===== src/rtl/clock_set_cu_if.sv =====
// Button/mode inputs and increment-pulse outputs of the clock time-set control unit.
// The master drives the buttons and mode switch; the control unit is the slave.
interface clock_set_cu_if #(
    parameter int unsigned N_BTN = 3
) ();
    logic             sw_mode;
    logic [N_BTN-1:0] i_btn;
    logic [N_BTN-1:0] o_btn;
    logic             o_rpt;
    logic             o_busy;

    modport master (output sw_mode, i_btn, input o_btn, o_rpt, o_busy);
    modport slave  (input sw_mode, i_btn, output o_btn, o_rpt, o_busy);
endinterface


===== src/rtl/clock_set_cu.sv =====
// Clock time-set control unit: turns debounced button levels into one-cycle increment
// pulses, with a press pulse followed by hold-delayed auto-repeat while the button is held.
module clock_set_cu #(
    parameter int unsigned N_BTN    = 3,
    parameter int unsigned HOLD_CYC = 50_000_000,
    parameter int unsigned RPT_CYC  = 10_000_000
) (
    input logic          clk,
    input logic          rst,
    clock_set_cu_if.slave bus
);
    localparam int unsigned MaxCyc = (HOLD_CYC > RPT_CYC) ? HOLD_CYC : RPT_CYC;
    localparam int unsigned CntW   = $clog2(MaxCyc);
    localparam int unsigned SelW   = (N_BTN > 1) ? $clog2(N_BTN) : 1;
    localparam logic [CntW-1:0] HoldLast = CntW'(HOLD_CYC - 1);
    localparam logic [CntW-1:0] RptLast  = CntW'(RPT_CYC - 1);

    typedef enum logic [1:0] {StIdle, StReady, StHold, StRepeat} state_e;

    state_e            state_q, state_d;
    logic [CntW-1:0]   cnt_q, cnt_d;
    logic [SelW-1:0]   sel_q, sel_d;
    logic [N_BTN-1:0]  btn_q, btn_d;
    logic              rpt_q, rpt_d;
    logic              busy_q, busy_d;
    logic              pulse;
    logic [SelW-1:0]   first_idx;

    // Lowest set bit wins on simultaneous presses.
    always_comb begin
        first_idx = '0;
        for (int i = N_BTN - 1; i >= 0; i--) begin
            if (bus.i_btn[i]) first_idx = SelW'(i);
        end
    end

    always_comb begin
        state_d = state_q;
        cnt_d   = cnt_q;
        sel_d   = sel_q;
        pulse   = 1'b0;
        if (!bus.sw_mode) begin
            state_d = StIdle;
            cnt_d   = '0;
        end else begin
            unique case (state_q)
                StIdle: begin
                    if (bus.i_btn == '0) state_d = StReady;
                end
                StReady: begin
                    if (bus.i_btn != '0) begin
                        sel_d   = first_idx;
                        pulse   = 1'b1;
                        cnt_d   = '0;
                        state_d = StHold;
                    end
                end
                StHold, StRepeat: begin
                    if (!bus.i_btn[sel_q]) begin
                        state_d = StIdle;
                        cnt_d   = '0;
                    end else if (cnt_q == ((state_q == StHold) ? HoldLast : RptLast)) begin
                        pulse   = 1'b1;
                        cnt_d   = '0;
                        state_d = StRepeat;
                    end else begin
                        cnt_d = cnt_q + CntW'(1);
                    end
                end
                default: begin
                    state_d = StIdle;
                    cnt_d   = '0;
                end
            endcase
        end
        btn_d  = pulse ? (N_BTN'(1) << sel_d) : '0;
        rpt_d  = (state_d == StRepeat);
        busy_d = (state_d == StHold) || (state_d == StRepeat);
    end

    always_ff @(posedge clk) begin
        if (!rst) begin
            state_q <= StIdle;
            cnt_q   <= '0;
            sel_q   <= '0;
            btn_q   <= '0;
            rpt_q   <= 1'b0;
            busy_q  <= 1'b0;
        end else begin
            state_q <= state_d;
            cnt_q   <= cnt_d;
            sel_q   <= sel_d;
            btn_q   <= btn_d;
            rpt_q   <= rpt_d;
            busy_q  <= busy_d;
        end
    end

    assign bus.o_btn  = btn_q;
    assign bus.o_rpt  = rpt_q;
    assign bus.o_busy = busy_q;
endmodule


===== src/flat_wrapper.sv =====
// flat-port wrapper written by rule: the top's interface ports become plain ports
module clock_set_cu_flat 
#(
    parameter int unsigned N_BTN    = 3,
    parameter int unsigned HOLD_CYC = 50_000_000,
    parameter int unsigned RPT_CYC  = 10_000_000
)
  (clk, rst, bus_sw_mode, bus_i_btn, bus_o_btn, bus_o_rpt, bus_o_busy);
  clock_set_cu_if #(.N_BTN(N_BTN)) bus_i ();
  input logic clk;
  input logic rst;
  input wire logic [$bits(bus_i.sw_mode)-1:0] bus_sw_mode;
  input wire logic [$bits(bus_i.i_btn)-1:0] bus_i_btn;
  output wire logic [$bits(bus_i.o_btn)-1:0] bus_o_btn;
  output wire logic [$bits(bus_i.o_rpt)-1:0] bus_o_rpt;
  output wire logic [$bits(bus_i.o_busy)-1:0] bus_o_busy;
  assign bus_i.sw_mode = bus_sw_mode;
  assign bus_i.i_btn = bus_i_btn;
  assign bus_o_btn = bus_i.o_btn;
  assign bus_o_rpt = bus_i.o_rpt;
  assign bus_o_busy = bus_i.o_busy;
  clock_set_cu #(.N_BTN(N_BTN), .HOLD_CYC(HOLD_CYC), .RPT_CYC(RPT_CYC)) u_core (.clk(clk), .rst(rst), .bus(bus_i));
endmodule

===== config.mk =====
export PLATFORM = sky130hd
export DESIGN_NAME = clock_set_cu_flat
export DESIGN_NICKNAME = d
export VERILOG_FILES = /design/src/rtl/clock_set_cu_if.sv /design/src/rtl/clock_set_cu.sv /design/src/flat_wrapper.sv
export SDC_FILE = /design/constraint.sdc
export NUM_CORES = 1
export LEC_CHECK = 0
export CORE_AREA = 2 2 57 59
export CTS_BUF_LIST = sky130_fd_sc_hd__clkbuf_16
export CTS_CLUSTER_SIZE = 16
export DETAILED_ROUTE_END_ITERATION = 6
export DIE_AREA = 0 0 59 61
export GPL_TIMING_DRIVEN = 0
export PLACE_DENSITY_LB_ADDON = 0.15
export SLEW_MARGIN = 20
export SYNTH_ARGS = -nofsm -noshare
export SYNTH_HDL_FRONTEND = slang
export SYNTH_SLANG_ARGS = --single-unit

===== constraint.sdc =====
create_clock -name clk -period 3.1 [get_ports clk]
set_input_delay 0.465 -clock clk [delete_from_list [all_inputs] [get_ports clk]]
set_output_delay 0.465 -clock clk [all_outputs]
set_load 0.01 [all_outputs]

==> impl_metrics.json <==
{
  "seq_power_share_pct": 47.4,
  "power.clock.fraction_pct": 49.5,
  "cts_resized": 0,
  "grt_use_met1_pct": 33.2,
  "place.gp.congestion": 0.830,
  "vias": 1536,
  "hp-start": "u_core.cnt_q[13]$_SDFFE_PN0P_",
  "ctsHtreeMaxLevel": 2,
  "async_reset_ff_share_pct": 0,
  "cts.sinks": 35,
  "seq_area_frac_synth_pct": 39.1,
  "synth_fp_nets": 202,
  "synth_area_leaders": "dfxtp_1 (39%), xnor2_1 (8.3%), nor3_1 (7.8%)",
  "wl_per_cell_um": 17.2,
  "top_usage_layer": "met2",
  "critPathKind": "in2reg",
  "boundaryPins": 11,
  "synth_edf_count": 0,
  "synth.top_cell.area_share_pct": 39.1,
  "syn_area_um2": 1790,
  "die_x_um": 59,
  "yosys_warnings": 0,
  "cp-start-kind": "input pin",
  "start_util_pct": 60.6,
  "grt_max_degree": 11,
  "setup_viol": 0,
  "fin_nets": 219,
  "grt_use_total_pct": 26.3,
  "max_stage_delay_ns": 0.49,
  "worst_r2r_path_depth": 7,
  "viasPerCell": 6.27,
  "drcViolationCount": 0,
  "worst_pin_slew_ns": 0.466,
  "r2r_start": "u_core.cnt_q[0]$_SDFFE_PN0P_",
  "synth_common_cells": "dfxtp_1 (35), nor3_1 (28), xnor2_1 (17)",
  "drive_above_1_share_pct": 13.2,
  "diodes": 0,
  "period_needed_ns": 2.23,
  "die-area_um2": 3600,
  "ant_nets": 0,
  "min_period_over_period_pct": 71.9,
  "synth_cell_types": 50,
  "min_path_cells": 2,
  "cap_violations": 0,
  "intPower_w": 0.000752,
  "worst-path-max-fanout": 10,
  "yosysMostFrequentCell": "dfxtp_1",
  "net-switching-power_w": 0.000200,
  "cts_buffer_depth": 2,
  "crit_path_top_delay_cell": "clkdlybuf4s50_1",
  "post-dp-hpwl_um": 2980,
  "critPathLaunch": "bus_i_btn[0]",
  "slew_headroom_pct": 68.8,
  "endpoint_kind": "flop",
  "path_clk_slew_ns": 0.05,
  "postCtsHoldBufs": 0,
  "grt_pass1_vias": 1426,
  "postCtsSetupRepairBufs": 0,
  "die_height_um": 61,
  "crit_required_ns": 3.29,
  "reg2reg_to": "u_core.cnt_q[20]$_SDFFE_PN0P_",
  "core_um2": 2950,
  "hold_viol": 0,
  "port_buffers": 10,
  "power_density_nw_per_um2": 461,
  "dr.pass1.iters": 4,
  "crit_chain": "clkdlybuf4s50_1 -> o31a_2 -> o21ai_0 -> buf_2 -> nor4_1 -> xnor2_1 -> nor3_1",
  "insertion_delay_ns": 0.28,
  "cts_buffers": 5,
  "cts_tree": "built",
  "use_met2_pct": 41.4,
  "yosysTopAreaCell": "dfxtp_1",
  "worstPathArrival_ns": 2.42,
  "drt_wl_total_um": 4210,
  "grt_overflow_total": 0,
  "grt_pass1_wl_um": 6900,
  "final_max_slew_viol_count": 0,
  "swShare_pct": 21.0,
  "pwr-share-comb_pct": 3.1,
  "power_leakage_nw": 0.657,
  "avgSynthCellArea_um2": 9.18,
  "synth_flop_cell": "dfxtp_1",
  "synth_seq_cells": 35,
  "syn_to_final_growth_pct": 15.4,
  "rows": 20,
  "grtUsageMet3_pct": 8.53,
  "finClkSkew_ns": 0.00599,
  "rrSetupSlack_ns": 1.08,
  "min_path_type": "reg2reg",
  "clock.fmax_ghz": 0.449,
  "peakVddDrop_mv": 0.338,
  "setup_tns_ns": 0,
  "drtIter0Drc": 67,
  "rsz0062_at_grt": "no",
  "hold-path-endpoint": "u_core.cnt_q[13]$_SDFFE_PN0P_",
  "synthCells": 195,
  "status": "completed",
  "hold_slack_ns": 0.535,
  "root_buffer": "clkbuf_16",
  "antenna_found_initial": 0
}
[power groups by stage]
stage | Clock [W] | Combinational (W) | Sequential, W
global placement | 0 | 0.0000286 | 0.000461
floorplan | 0 | 0.0000158 | 0.000461
global route | 0.000496 | 0.0000321 | 0.000451
CTS | 0.000471 | 0.0000297 | 0.000452
finish | 0.000471 | 0.0000297 | 0.000452
detailed placement | 0 | 0.0000296 | 0.000461
[state kept, by name, indices dropped and copies added, names as in the netlist]
register           cells
u_core.cnt_q          26
u_core.bus.o_btn       3
u_core.state_q         2
u_core.sel_q           2
u_core.bus.o_rpt       1
u_core.bus.o_busy      1
[final cells by class]
cell class,instances,area (µm²)
Multi-Input combinational cell,144,991
Fill cell,254,887
Sequential cell,35,701
Clock buffer,5,125
Timing Repair Buffer,10,100
Buffer,7,65.1
Tap cell,33,41.3
Inverter,9,33.8
Clock inverter,2,8.76
[metrics by stage]
stage                     area (µm²)  utilization, %  power (W)  setup WS, ns  std cells
after global routing            2070            70.0   0.000980         0.721        245
after global placement          1930            65.4   0.000490         0.690        238
after detailed placement        1930            65.4   0.000491         0.626        238
final                           2070            70.0   0.000952         0.872        245
after CTS                       2070            70.0   0.000953         0.901        245
after floorplan                 1790               -   0.000477          1.38        195
[cells by family after synthesis]
logic type / after synthesis / share of synthesized area [%]
and+or+nand+nor: 94 / 30.8
muxes: 2 / 1.12
AOI/OAI and AO/OA: 24 / 11.5
DFF: 35 / 39.1
adders and majority gates: 1 / 0.699
xor gates and xnor gates: 23 / 11.3
buffers and inverters: 16 / 5.52
[metal layers]
layer  part of all wire, %  vias up
li1                      -      751
met2                    48       49
met4                   1.8        0
met1                    45      728
met5                     0        -
met3                   4.9        8
[cell usage in the layout, fill, tap and decap left out, types with 2 or more instances in the layout]
cell type | synthesis | routed
nor4b_1 | 2 | 2
mux2i_1 | 2 | 2
nor4_1 | 8 | 8
xor2_1 | 6 | 6
a21oi_1 | 2 | 2
clkbuf_16 | 0 | 5
nor3_2 | 3 | 3
buf_6 | 3 | 3
nor3_1 | 28 | 28
and4bb_2 | 2 | 2
and3_1 | 3 | 3
dfxtp_1 | 35 | 35
nand4_1 | 6 | 6
inv_1 | 9 | 9
nor2b_1 | 2 | 2
nor2_1 | 7 | 7
a211oi_1 | 2 | 2
nand3_1 | 6 | 6
o31a_1 | 2 | 2
dlygate4sd1_1 | 3 | 3
nand2_1 | 15 | 15
and2_1 | 3 | 3
clkdlybuf4s50_1 | 0 | 10
and4_1 | 2 | 2
xnor2_1 | 17 | 17
[critical path, delay by kind of cell]
family	cells	cell delay, ns
AO/OA/AOI/OAI	2	0.70
XOR/XNOR	1	0.14
buffers and inverters	2	0.81
AND/OR/NAND/NOR	2	0.30
[worst max-delay path by stage]
stage | end | slack (ns) | cells past startpoint
after floorplan | u_core.cnt_q[10]$_SDFFE_PN0P_ | 1.38 | 7
after global placement | u_core.cnt_q[14]$_SDFFE_PN0P_ | 0.69 | 7
after detailed placement | u_core.cnt_q[20]$_SDFFE_PN0P_ | 0.63 | 7
after CTS | u_core.cnt_q[20]$_SDFFE_PN0P_ | 0.90 | 7
after global routing | u_core.cnt_q[20]$_SDFFE_PN0P_ | 0.72 | 7
final | u_core.cnt_q[20]$_SDFFE_PN0P_ | 0.87 | 7
Note: power is estimated with default switching activity, not from simulation.
